`src/rtl/relobi_tmr_a_reg.sv`:
```
// relobi_tmr_a_reg: request-side (A channel) TMR voter for relOBI.
// Majority-votes the three replicated requests and A channels, registers the
// voted request in a one-entry output buffer and fans a single grant back to
// all replicas. Per-replica consecutive-mismatch counters and sticky fault
// flags point the safety controller at a diverging core.
//
// The A channel (address, write enable, byte enables, write data with ECC, id,
// optional fields and their ECC) is voted as an opaque bit vector, so optional
// fields are covered automatically and ECC bits pass through exactly as voted.
//
// Ports:
//   clk_i, rst_i    clock, synchronous active-high reset
//   three_req_i     request from replicas 0..2
//   three_a_i       A channel from replicas 0..2
//   three_gnt_o     grant to replicas (all bits identical, combinational)
//   req_o, a_o      registered voted request / A channel
//   gnt_i           downstream grant
//   clear_i         clears counters and fault flags
//   err_cnt_o       per-replica consecutive-mismatch count (saturating)
//   fault_o         sticky per-replica fault flag
//   multi_err_o     one-cycle pulse after an event with >=2 mismatching replicas
module relobi_tmr_a_reg #(
  parameter type         obi_a_chan_t   = logic,
  parameter int unsigned FaultThreshold = 4,
  parameter int unsigned CntWidth       = 8
) (
  input  logic                         clk_i,
  input  logic                         rst_i,
  input  logic        [2:0]            three_req_i,
  input  obi_a_chan_t [2:0]            three_a_i,
  output logic        [2:0]            three_gnt_o,
  output logic                         req_o,
  output obi_a_chan_t                  a_o,
  input  logic                         gnt_i,
  input  logic                         clear_i,
  output logic        [2:0][CntWidth-1:0] err_cnt_o,
  output logic        [2:0]            fault_o,
  output logic                         multi_err_o
);

  localparam int unsigned AW = $bits(obi_a_chan_t);

  typedef enum logic {StEmpty, StFull} state_e;

  state_e                   state_q, state_d;
  logic [2:0][AW-1:0]       rep_a;
  logic [AW-1:0]            v_a;
  logic [AW-1:0]            a_q, a_d;
  logic                     v_req, acc;
  logic [2:0]               mism;
  logic [2:0][CntWidth-1:0] cnt_q, cnt_d;
  logic [2:0]               fault_q, fault_d;
  logic                     multi_q, multi_d;

  // Voting
  assign rep_a = three_a_i;
  assign v_a   = (rep_a[0] & rep_a[1]) | (rep_a[0] & rep_a[2]) | (rep_a[1] & rep_a[2]);
  assign v_req = (three_req_i[0] & three_req_i[1]) | (three_req_i[0] & three_req_i[2]) |
                 (three_req_i[1] & three_req_i[2]);

  // Reset masks the grant so no replica sees a handshake while the buffer clears.
  assign acc         = v_req && ((state_q == StEmpty) || gnt_i) && !rst_i;
  assign three_gnt_o = {3{acc}};

  // Output buffer
  always_comb begin
    state_d = state_q;
    a_d     = a_q;
    if (acc) begin
      state_d = StFull;
      a_d     = v_a;
    end else if ((state_q == StFull) && gnt_i) begin
      state_d = StEmpty;
    end
  end

  always_ff @(posedge clk_i) begin
    if (rst_i) begin
      state_q <= StEmpty;
      a_q     <= '0;
    end else begin
      state_q <= state_d;
      a_q     <= a_d;
    end
  end

  assign req_o = (state_q == StFull);
  assign a_o   = a_q;

  // Compare events, counters and fault flags
  always_comb begin
    mism    = '0;
    cnt_d   = cnt_q;
    fault_d = fault_q;
    for (int k = 0; k < 3; k++) begin
      if (acc) begin
        mism[k] = !three_req_i[k] || (rep_a[k] != v_a);
      end else begin
        // Stall cycles (v_req && !acc) are not compare events.
        mism[k] = !v_req && three_req_i[k];
      end
    end
    multi_d = (mism[0] & mism[1]) | (mism[0] & mism[2]) | (mism[1] & mism[2]);
    for (int k = 0; k < 3; k++) begin
      // Looks at the already-registered count, hence the extra cycle of lag.
      fault_d[k] = fault_q[k] | (cnt_q[k] >= CntWidth'(FaultThreshold));
      if (mism[k]) begin
        if (cnt_q[k] != {CntWidth{1'b1}}) begin
          cnt_d[k] = cnt_q[k] + 1'b1;
        end
      end else if (acc) begin
        cnt_d[k] = '0;
      end
    end
    if (clear_i) begin
      cnt_d   = '0;
      fault_d = '0;
    end
  end

  always_ff @(posedge clk_i) begin
    if (rst_i) begin
      cnt_q   <= '0;
      fault_q <= '0;
      multi_q <= 1'b0;
    end else begin
      cnt_q   <= cnt_d;
      fault_q <= fault_d;
      multi_q <= multi_d;
    end
  end

  assign err_cnt_o   = cnt_q;
  assign fault_o     = fault_q;
  assign multi_err_o = multi_q;

endmodule
```
`config.mk`:
```
export PLATFORM = sky130hd
export DESIGN_NAME = relobi_tmr_a_reg
export DESIGN_NICKNAME = d
export VERILOG_FILES = /design/src/rtl/relobi_tmr_a_reg.sv
export SDC_FILE = /design/constraint.sdc
export NUM_CORES = 1
export LEC_CHECK = 0
export BUFFER_PORTS_ARGS = -buffer_cell sky130_fd_sc_hd__buf_2
export CAP_MARGIN = 20
export CORE_ASPECT_RATIO = 1.4
export CORE_MARGIN = 2
export CORE_UTILIZATION = 55
export DETAILED_ROUTE_END_ITERATION = 10
export PLACE_DENSITY = 0.83
export SYNTH_ARGS = -nofsm -noshare
export SYNTH_HDL_FRONTEND = slang
export SYNTH_SLANG_ARGS = --single-unit
```
`constraint.sdc`:
```
create_clock -name clk_i -period 4.3 [get_ports clk_i]
set_clock_uncertainty 0.2 [all_clocks]
set_input_delay 1.075 -clock clk_i [delete_from_list [all_inputs] [get_ports clk_i]]
set_output_delay 1.075 -clock clk_i [all_outputs]
set_load 0.005 [all_outputs]
```
==> impl_metrics.tcl, run 1 <==
set metrics [dict create \
    postSynth.asyncResetShare 0 \
    buffer_ports.inserted 42 \
    power.share.clock 0.378 \
    final_layout_size_suffix_gt1_frac 0.243 \
    fin_tns_setup_ns 0 \
    layout_setup_ws_ns 1.06 \
    critical_path.startpoint_type "input port" \
    core_region_area_um2 3120 \
    postCtsSetupRepairBufs 0 \
    synth.yosys.seq_area_share 0.336 \
    syn-cell-area_um2 1790 \
    switchingPower_mw 0.151 \
    first_global_vias 1543 \
    critical_path.most_common_cell "sky130_fd_sc_hd__buf_2" \
    final_core_utilization 0.663 \
    placement.cell_area_um2 1990 \
    antenna_cells_inserted 0 \
    timing.final.hold_violations 0 \
    critical_path_arrival_ns 1.96 \
    die_span_in_x_um 52.2 \
    report.final.slew_viol_count 0 \
    final_nets 272 \
    critical-path-max-stage-delay_ns 0.40 \
    syn_avg_cell_area_um2 8.24 \
    htreeDepth 2 \
    leakagePower_nw 0.839 \
    number_of_antenna_violations_at_the_first_check_in_global_routing 0 \
    ir_drop_mv 0.204 \
    postRouteAntennaNets 0 \
    mostFrequentLayoutCell "sky130_fd_sc_hd__buf_2" \
    post-place-ws_ns 1.06 \
    fp.dieArea_um2 3730 \
    grt_pass1_wl_um 6710 \
    routed-via-count 1764 \
    timing.max_cap.violations 0 \
    final_cell_mix "sky130_fd_sc_hd__buf_2, sky130_fd_sc_hd__dfxtp_1, sky130_fd_sc_hd__a21oi_1, sky130_fd_sc_hd__nand2_1, sky130_fd_sc_hd__nand3_1" \
    layout_worst_path_cycle_share 0.753 \
    criticalPathCategory "in2out" \
    core.rowCount 24 \
    clock_tree_from_tritoncts "done" \
    worstHoldPathType "reg2reg" \
    grtUsageTotal 0.236 \
    ys.warnings.count 0 \
    timing.final.setup_violations 0 \
    detail_route.drc_violations 0 \
    power.share.sequential 0.488 \
    cts.reportedPaths.clkPinSlew_ns 0.06 \
    cpMaxStageDelayCell "sky130_fd_sc_hd__maj3_4" \
    setup.reg_to_reg.worst_slack_ns 2.22 \
    synth-seq-cells 30 \
    mappedNetlistNets 233 \
    ctsHoldBuffers 0 \
    gr-total-overflow 0 \
    grt_setup_unrepaired "no" \
    gp_routability_congestion 0.756 \
    total_of_cells_resized_after_clock_tree_synthesis 0 \
    comb_power_share 0.134 \
    finalWirelength_um 4050 \
    netSwitchingFraction 0.257 \
    post_layout_inst_area_um2 2070 \
    wl_per_cell_um 13.8 \
    fmaxAchievable_ghz 0.309 \
    internal_power_mw 0.434 \
    worstSkewPairLatency_ns 0.28 \
    run_status "finished, final reports clean" \
    timing.critical_path.cells "buf_2 -> maj3_4 -> nand3_4 -> clkinv_2 -> buf_2" \
    chipHeight_um 71.5 \
    timing.critical_path.required_ns 3.02 \
    cts.sinks 30 \
    cts_inserted_buffers 5 \
    start_util 0.573 \
    drt_pass1_iterations 4 \
    grt_max_degree 19 \
    ys_dominant_reg_cell "sky130_fd_sc_hd__dfxtp_1" \
    synth_edf_count 0 \
    post-route-min-period_ns 3.24 \
    synth.lib_cells_used.distinct 55 \
    drt_iter0_drc 43 \
    synthCells 217 \
    routed_via_count_divided_by_cell_count 6.00 \
    relSlewSlack 0.434 \
    critPathMaxFanout 9 \
    cellPowerDensity_nw_per_um2 283 \
    clk_path_buf_depth 2 \
    area_grow_syn2layout_pct 15.7 \
    detailedPlacementHpwl_um 2950 \
    max_slew.worst_pin.slew_ns 0.846 \
    clock-root-buffer "sky130_fd_sc_hd__clkbuf_8" \
    total_power_mw 0.585 \
    num_io_pins 43 \
    worst_setup_path_end_kind "output pin" \
]
==> routing by layer <==
layer | global-route usage | vias up | wire length (µm)
met3 | 0.0604 | 6 | 185
met2 | 0.423 | 45 | 2140
met1 | 0.254 | 832 | 1650
li1 | - | 881 | -
met5 | 0 | - | 0
met4 | 0.0997 | 0 | 70
==> power groups by stage <==
stage          Combinational (mW)  Clock, mW  Sequential, mW
2_1_floorplan              0.0594          0           0.292
3_3_place_gp               0.0760          0           0.292
3_5_place_dp               0.0781          0           0.291
4_1_cts                    0.0787      0.225           0.285
5_1_grt                    0.0866      0.232           0.286
6_report                   0.0783      0.221           0.286
==> cells by family after synthesis <==
| family | Yosys count | synth area share |
|---|---|---|
| AOI/OAI and AO/OA | 60 | 0.232 |
| xor gates and xnor gates | 1 | 0.00490 |
| adders and majority gates | 7 | 0.0497 |
| buffers and inverters | 20 | 0.0553 |
| DFF | 30 | 0.336 |
| muxes | 1 | 0.00560 |
| and+or+nand+nor | 98 | 0.317 |
==> cell usage after synthesis (all sizes together), types with 2 or more instances <==
cell	instances	area [µm²]
a211oi	2	15.0
a21o	3	22.5
a21oi	22	110
a22oi	2	15.0
a311oi	2	17.5
a31oi	3	33.8
a32o	2	20.0
a32oi	3	26.3
and2	2	12.5
and3	2	12.5
and4	4	35.0
buf	7	48.8
clkbuf	3	11.3
dfxtp	30	601
ha	6	75.1
inv	9	33.8
nand2	22	82.6
nand2b	2	15.0
nand3	17	103
nand3b	6	45.0
nor2	14	52.6
nor2b	2	12.5
nor3	7	40.0
nor4	4	25.0
o21ai	11	66.3
o31ai	3	22.5
or3	3	18.8
or3b	2	17.5
or4	5	37.5
==> layout make-up <==
type | count | area [µm²]
clock buffer | 6 | 82.6
tap | 39 | 48.8
sequential | 30 | 601
fill | 295 | 1050
multi-input combinational | 167 | 1090
timing repair buffer | 42 | 210
inverter | 10 | 38.8
==> per-stage QoR <==
stage | hold WS, ns | std cells
after floorplan | 0.289 | 217
after global placement | 0.282 | 288
after detailed placement | 0.288 | 288
after CTS | 0.303 | 294
after global routing | 0.345 | 294
final | 0.304 | 294
==> critical path: cells and delay by family <==
kind | cells | cell delay (ns)
adder cells (fa/ha/maj) | 1 | 0.40
buffers and inverters | 3 | 0.37
AND/OR/NAND/NOR | 1 | 0.11
==> flip-flops by register name, indices dropped and copies added (netlist names) <==
signal	cells
fault_o	3
req_o	1
a_o	1
err_cnt_o	24
multi_err_o	1
==> final timing paths <==
| kind | start | end | depth (start not counted) |
|---|---|---|---|
| setup / recovery | three_req_i[1] | three_gnt_o[2] | 5 |
| hold / removal | fault_o[0] | fault_o[0] | 2 |
| setup reg to reg | err_cnt_o[8] | err_cnt_o[11] | 6 |
| hold reg to reg | fault_o[0] | fault_o[0] | 2 |
(Power assumes the default switching activity.)
==> run 2, diff against run 1 <==
--- a/config.mk
+++ b/config.mk
@@ -9,9 +9,9 @@
 export CAP_MARGIN = 20
 export CORE_ASPECT_RATIO = 1.4
 export CORE_MARGIN = 2
-export CORE_UTILIZATION = 55
+export CORE_UTILIZATION = 53
 export DETAILED_ROUTE_END_ITERATION = 10
-export PLACE_DENSITY = 0.83
+export PLACE_DENSITY = 0.8
 export SYNTH_ARGS = -nofsm -noshare
 export SYNTH_HDL_FRONTEND = slang
 export SYNTH_SLANG_ARGS = --single-unit
==> constraint.sdc (replaced) <==
create_clock -name clk_i -period 3.1 [get_ports clk_i]
set_clock_uncertainty 0.2 [all_clocks]
set_input_delay 0.775 -clock clk_i [delete_from_list [all_inputs] [get_ports clk_i]]
set_output_delay 0.775 -clock clk_i [all_outputs]
set_load 0.005 [all_outputs]
==> impl_metrics.tcl, run 2 (synthesis gave the netlist of run 1 again) <==
set metrics [dict create \
    run_status "finished, final reports clean" \
    met1_usage 0.265 \
    place.detailed.instances 290 \
    routed-via-count 1756 \
    critPathMaxFanout 9 \
    grt.busiest_layer "met2" \
    report.final.slew_viol_count 0 \
    number_of_antenna_violations_at_the_first_check_in_global_routing 0 \
    postRouteAntennaNets 0 \
    fin_tns_setup_ns 0 \
    ir_drop_mv 0.264 \
    final_layout_size_suffix_gt1_frac 0.246 \
    post_layout_inst_area_um2 2080 \
    mostFrequentLayoutCell "sky130_fd_sc_hd__buf_2" \
    global_route.usage.met3 0.0820 \
    worstReg2RegStart "err_cnt_o[8]" \
    internal_power_mw 0.603 \
    final.fill_count 314 \
    worst_hold_startpoint "fault_o[0]" \
    clk_path_buf_depth 2 \
    layout_worst_path_cycle_share 0.855 \
    routed_via_count_divided_by_cell_count 5.93 \
    start_util 0.539 \
    buffer_ports.inserted 42 \
    power.share.clock 0.381 \
    wl_per_cell_um 13.8 \
    finalWirelength_um 4080 \
    drt_iter0_drc 39 \
    timing.max_cap.violations 0 \
    critical_path.startpoint_type "input port" \
    cts.reportedPaths.clkPinSlew_ns 0.06 \
    area_grow_syn2layout_pct 16.2 \
    die_span_in_x_um 53.1 \
    critical_path_arrival_ns 1.67 \
    total_of_cells_resized_after_clock_tree_synthesis 0 \
    detail_route.drc_violations 0 \
    grt_setup_unrepaired "no" \
    reg2reg_to "err_cnt_o[12]" \
    clock-root-buffer "sky130_fd_sc_hd__clkbuf_8" \
    postCtsSetupRepairBufs 0 \
    gp_routability_congestion 0.805 \
    timing.critical_path.required_ns 2.12 \
    netSwitchingFraction 0.260 \
    groute.layer.met2.usage 0.415 \
    relSlewSlack 0.657 \
    fp.dieArea_um2 3860 \
    leakagePower_nw 0.844 \
    worst_setup_path_end_kind "output pin" \
    timing.final.setup_violations 0 \
    fmaxAchievable_ghz 0.377 \
    worstHoldPathType "reg2reg" \
    power.share.sequential 0.485 \
    final_cell_mix "sky130_fd_sc_hd__buf_2, sky130_fd_sc_hd__dfxtp_1, sky130_fd_sc_hd__a21oi_1, sky130_fd_sc_hd__nand2_1, sky130_fd_sc_hd__nand3_1" \
    min_delay_path_depth 2 \
    core.rowCount 25 \
    drt_pass1_iterations 4 \
    switchingPower_mw 0.212 \
    antenna_cells_inserted 0 \
    post-route-min-period_ns 2.65 \
    worst-r2r-cell-count 6 \
    criticalPathCategory "in2out" \
    cellPowerDensity_nw_per_um2 393 \
    num_io_pins 43 \
    clock_tree_from_tritoncts "done" \
    cts_inserted_buffers 5 \
    chipHeight_um 72.7 \
    first_global_vias 1575 \
    worst_hold_slack_ns 0.313 \
    ctsHoldBuffers 0 \
    max_slew.worst_pin.slew_ns 0.513 \
    final_nets 273 \
    core_region_area_um2 3320 \
    cts.sinks 30 \
    max_ffs_per_register 24 \
    worstSkewPairLatency_ns 0.29 \
    gr-total-overflow 0 \
    grt_max_degree 19 \
    hold_end "fault_o[0]" \
    grtUsageTotal 0.240 \
    placement.cell_area_um2 2000 \
    htreeDepth 2 \
    post_layout_nonfiller_instances 296 \
    timing.final.hold_violations 0 \
    setup.reg_to_reg.worst_slack_ns 1.01 \
    grt_pass1_wl_um 6950 \
    comb_power_share 0.134 \
    detailedPlacementHpwl_um 2980 \
    final_core_utilization 0.627 \
]
[run 2: worst max-delay path by stage]
stage / cells past startpoint / endpoint / slack, ns / startpoint
after floorplan: 5 / three_gnt_o[0] / 0.50 / three_req_i[1]
after global placement: 5 / three_gnt_o[0] / 0.48 / three_req_i[1]
after detailed placement: 5 / three_gnt_o[2] / 0.45 / three_req_i[1]
after CTS: 5 / three_gnt_o[2] / 0.45 / three_req_i[1]
after global routing: 5 / three_gnt_o[0] / 0.40 / three_req_i[1]
final: 5 / three_gnt_o[2] / 0.45 / three_req_i[1]
[run 2: metrics by stage]
| stage | setup slack [ns] | total power, mW |
|---|---|---|
| final | 0.451 | 0.816 |
| after floorplan | 0.500 | 0.487 |
| after global placement | 0.475 | 0.511 |
| after global routing | 0.396 | 0.851 |
| after CTS | 0.453 | 0.821 |
| after detailed placement | 0.453 | 0.513 |
[run 2: final cells by class]
type / count / area [µm²] / share of cell area
multi-input combinational: 167 / 1090 / 0.524
sequential: 30 / 601 / 0.289
timing repair buffer: 43 / 218 / 0.105
clock buffer: 6 / 82.6 / 0.0397
tap: 40 / 50.0 / 0.0241
inverter: 10 / 38.8 / 0.0187
[run 2: worst max-delay path, cell delays in order]
cell                       delay (ns)
sky130_fd_sc_hd__buf_2           0.15
sky130_fd_sc_hd__maj3_4          0.40
sky130_fd_sc_hd__nand3_4         0.11
sky130_fd_sc_hd__clkinv_2        0.10
sky130_fd_sc_hd__buf_2           0.14
[run 2: routing by layer]
metal  vias to the layer above  routed length [µm]
met5                         -                   0
met4                         0                  67
met3                         6                 208
met2                        39                2160
met1                       825                1650
li1                        886                   -
[run 2: power groups by stage]
stage,clock network (mW),logic (mW),registers (mW)
after floorplan,0,0.0824,0.404
after global placement,0,0.107,0.404
after detailed placement,0,0.108,0.404
after CTS,0.316,0.109,0.396
after global routing,0.332,0.122,0.396
final,0.311,0.109,0.396
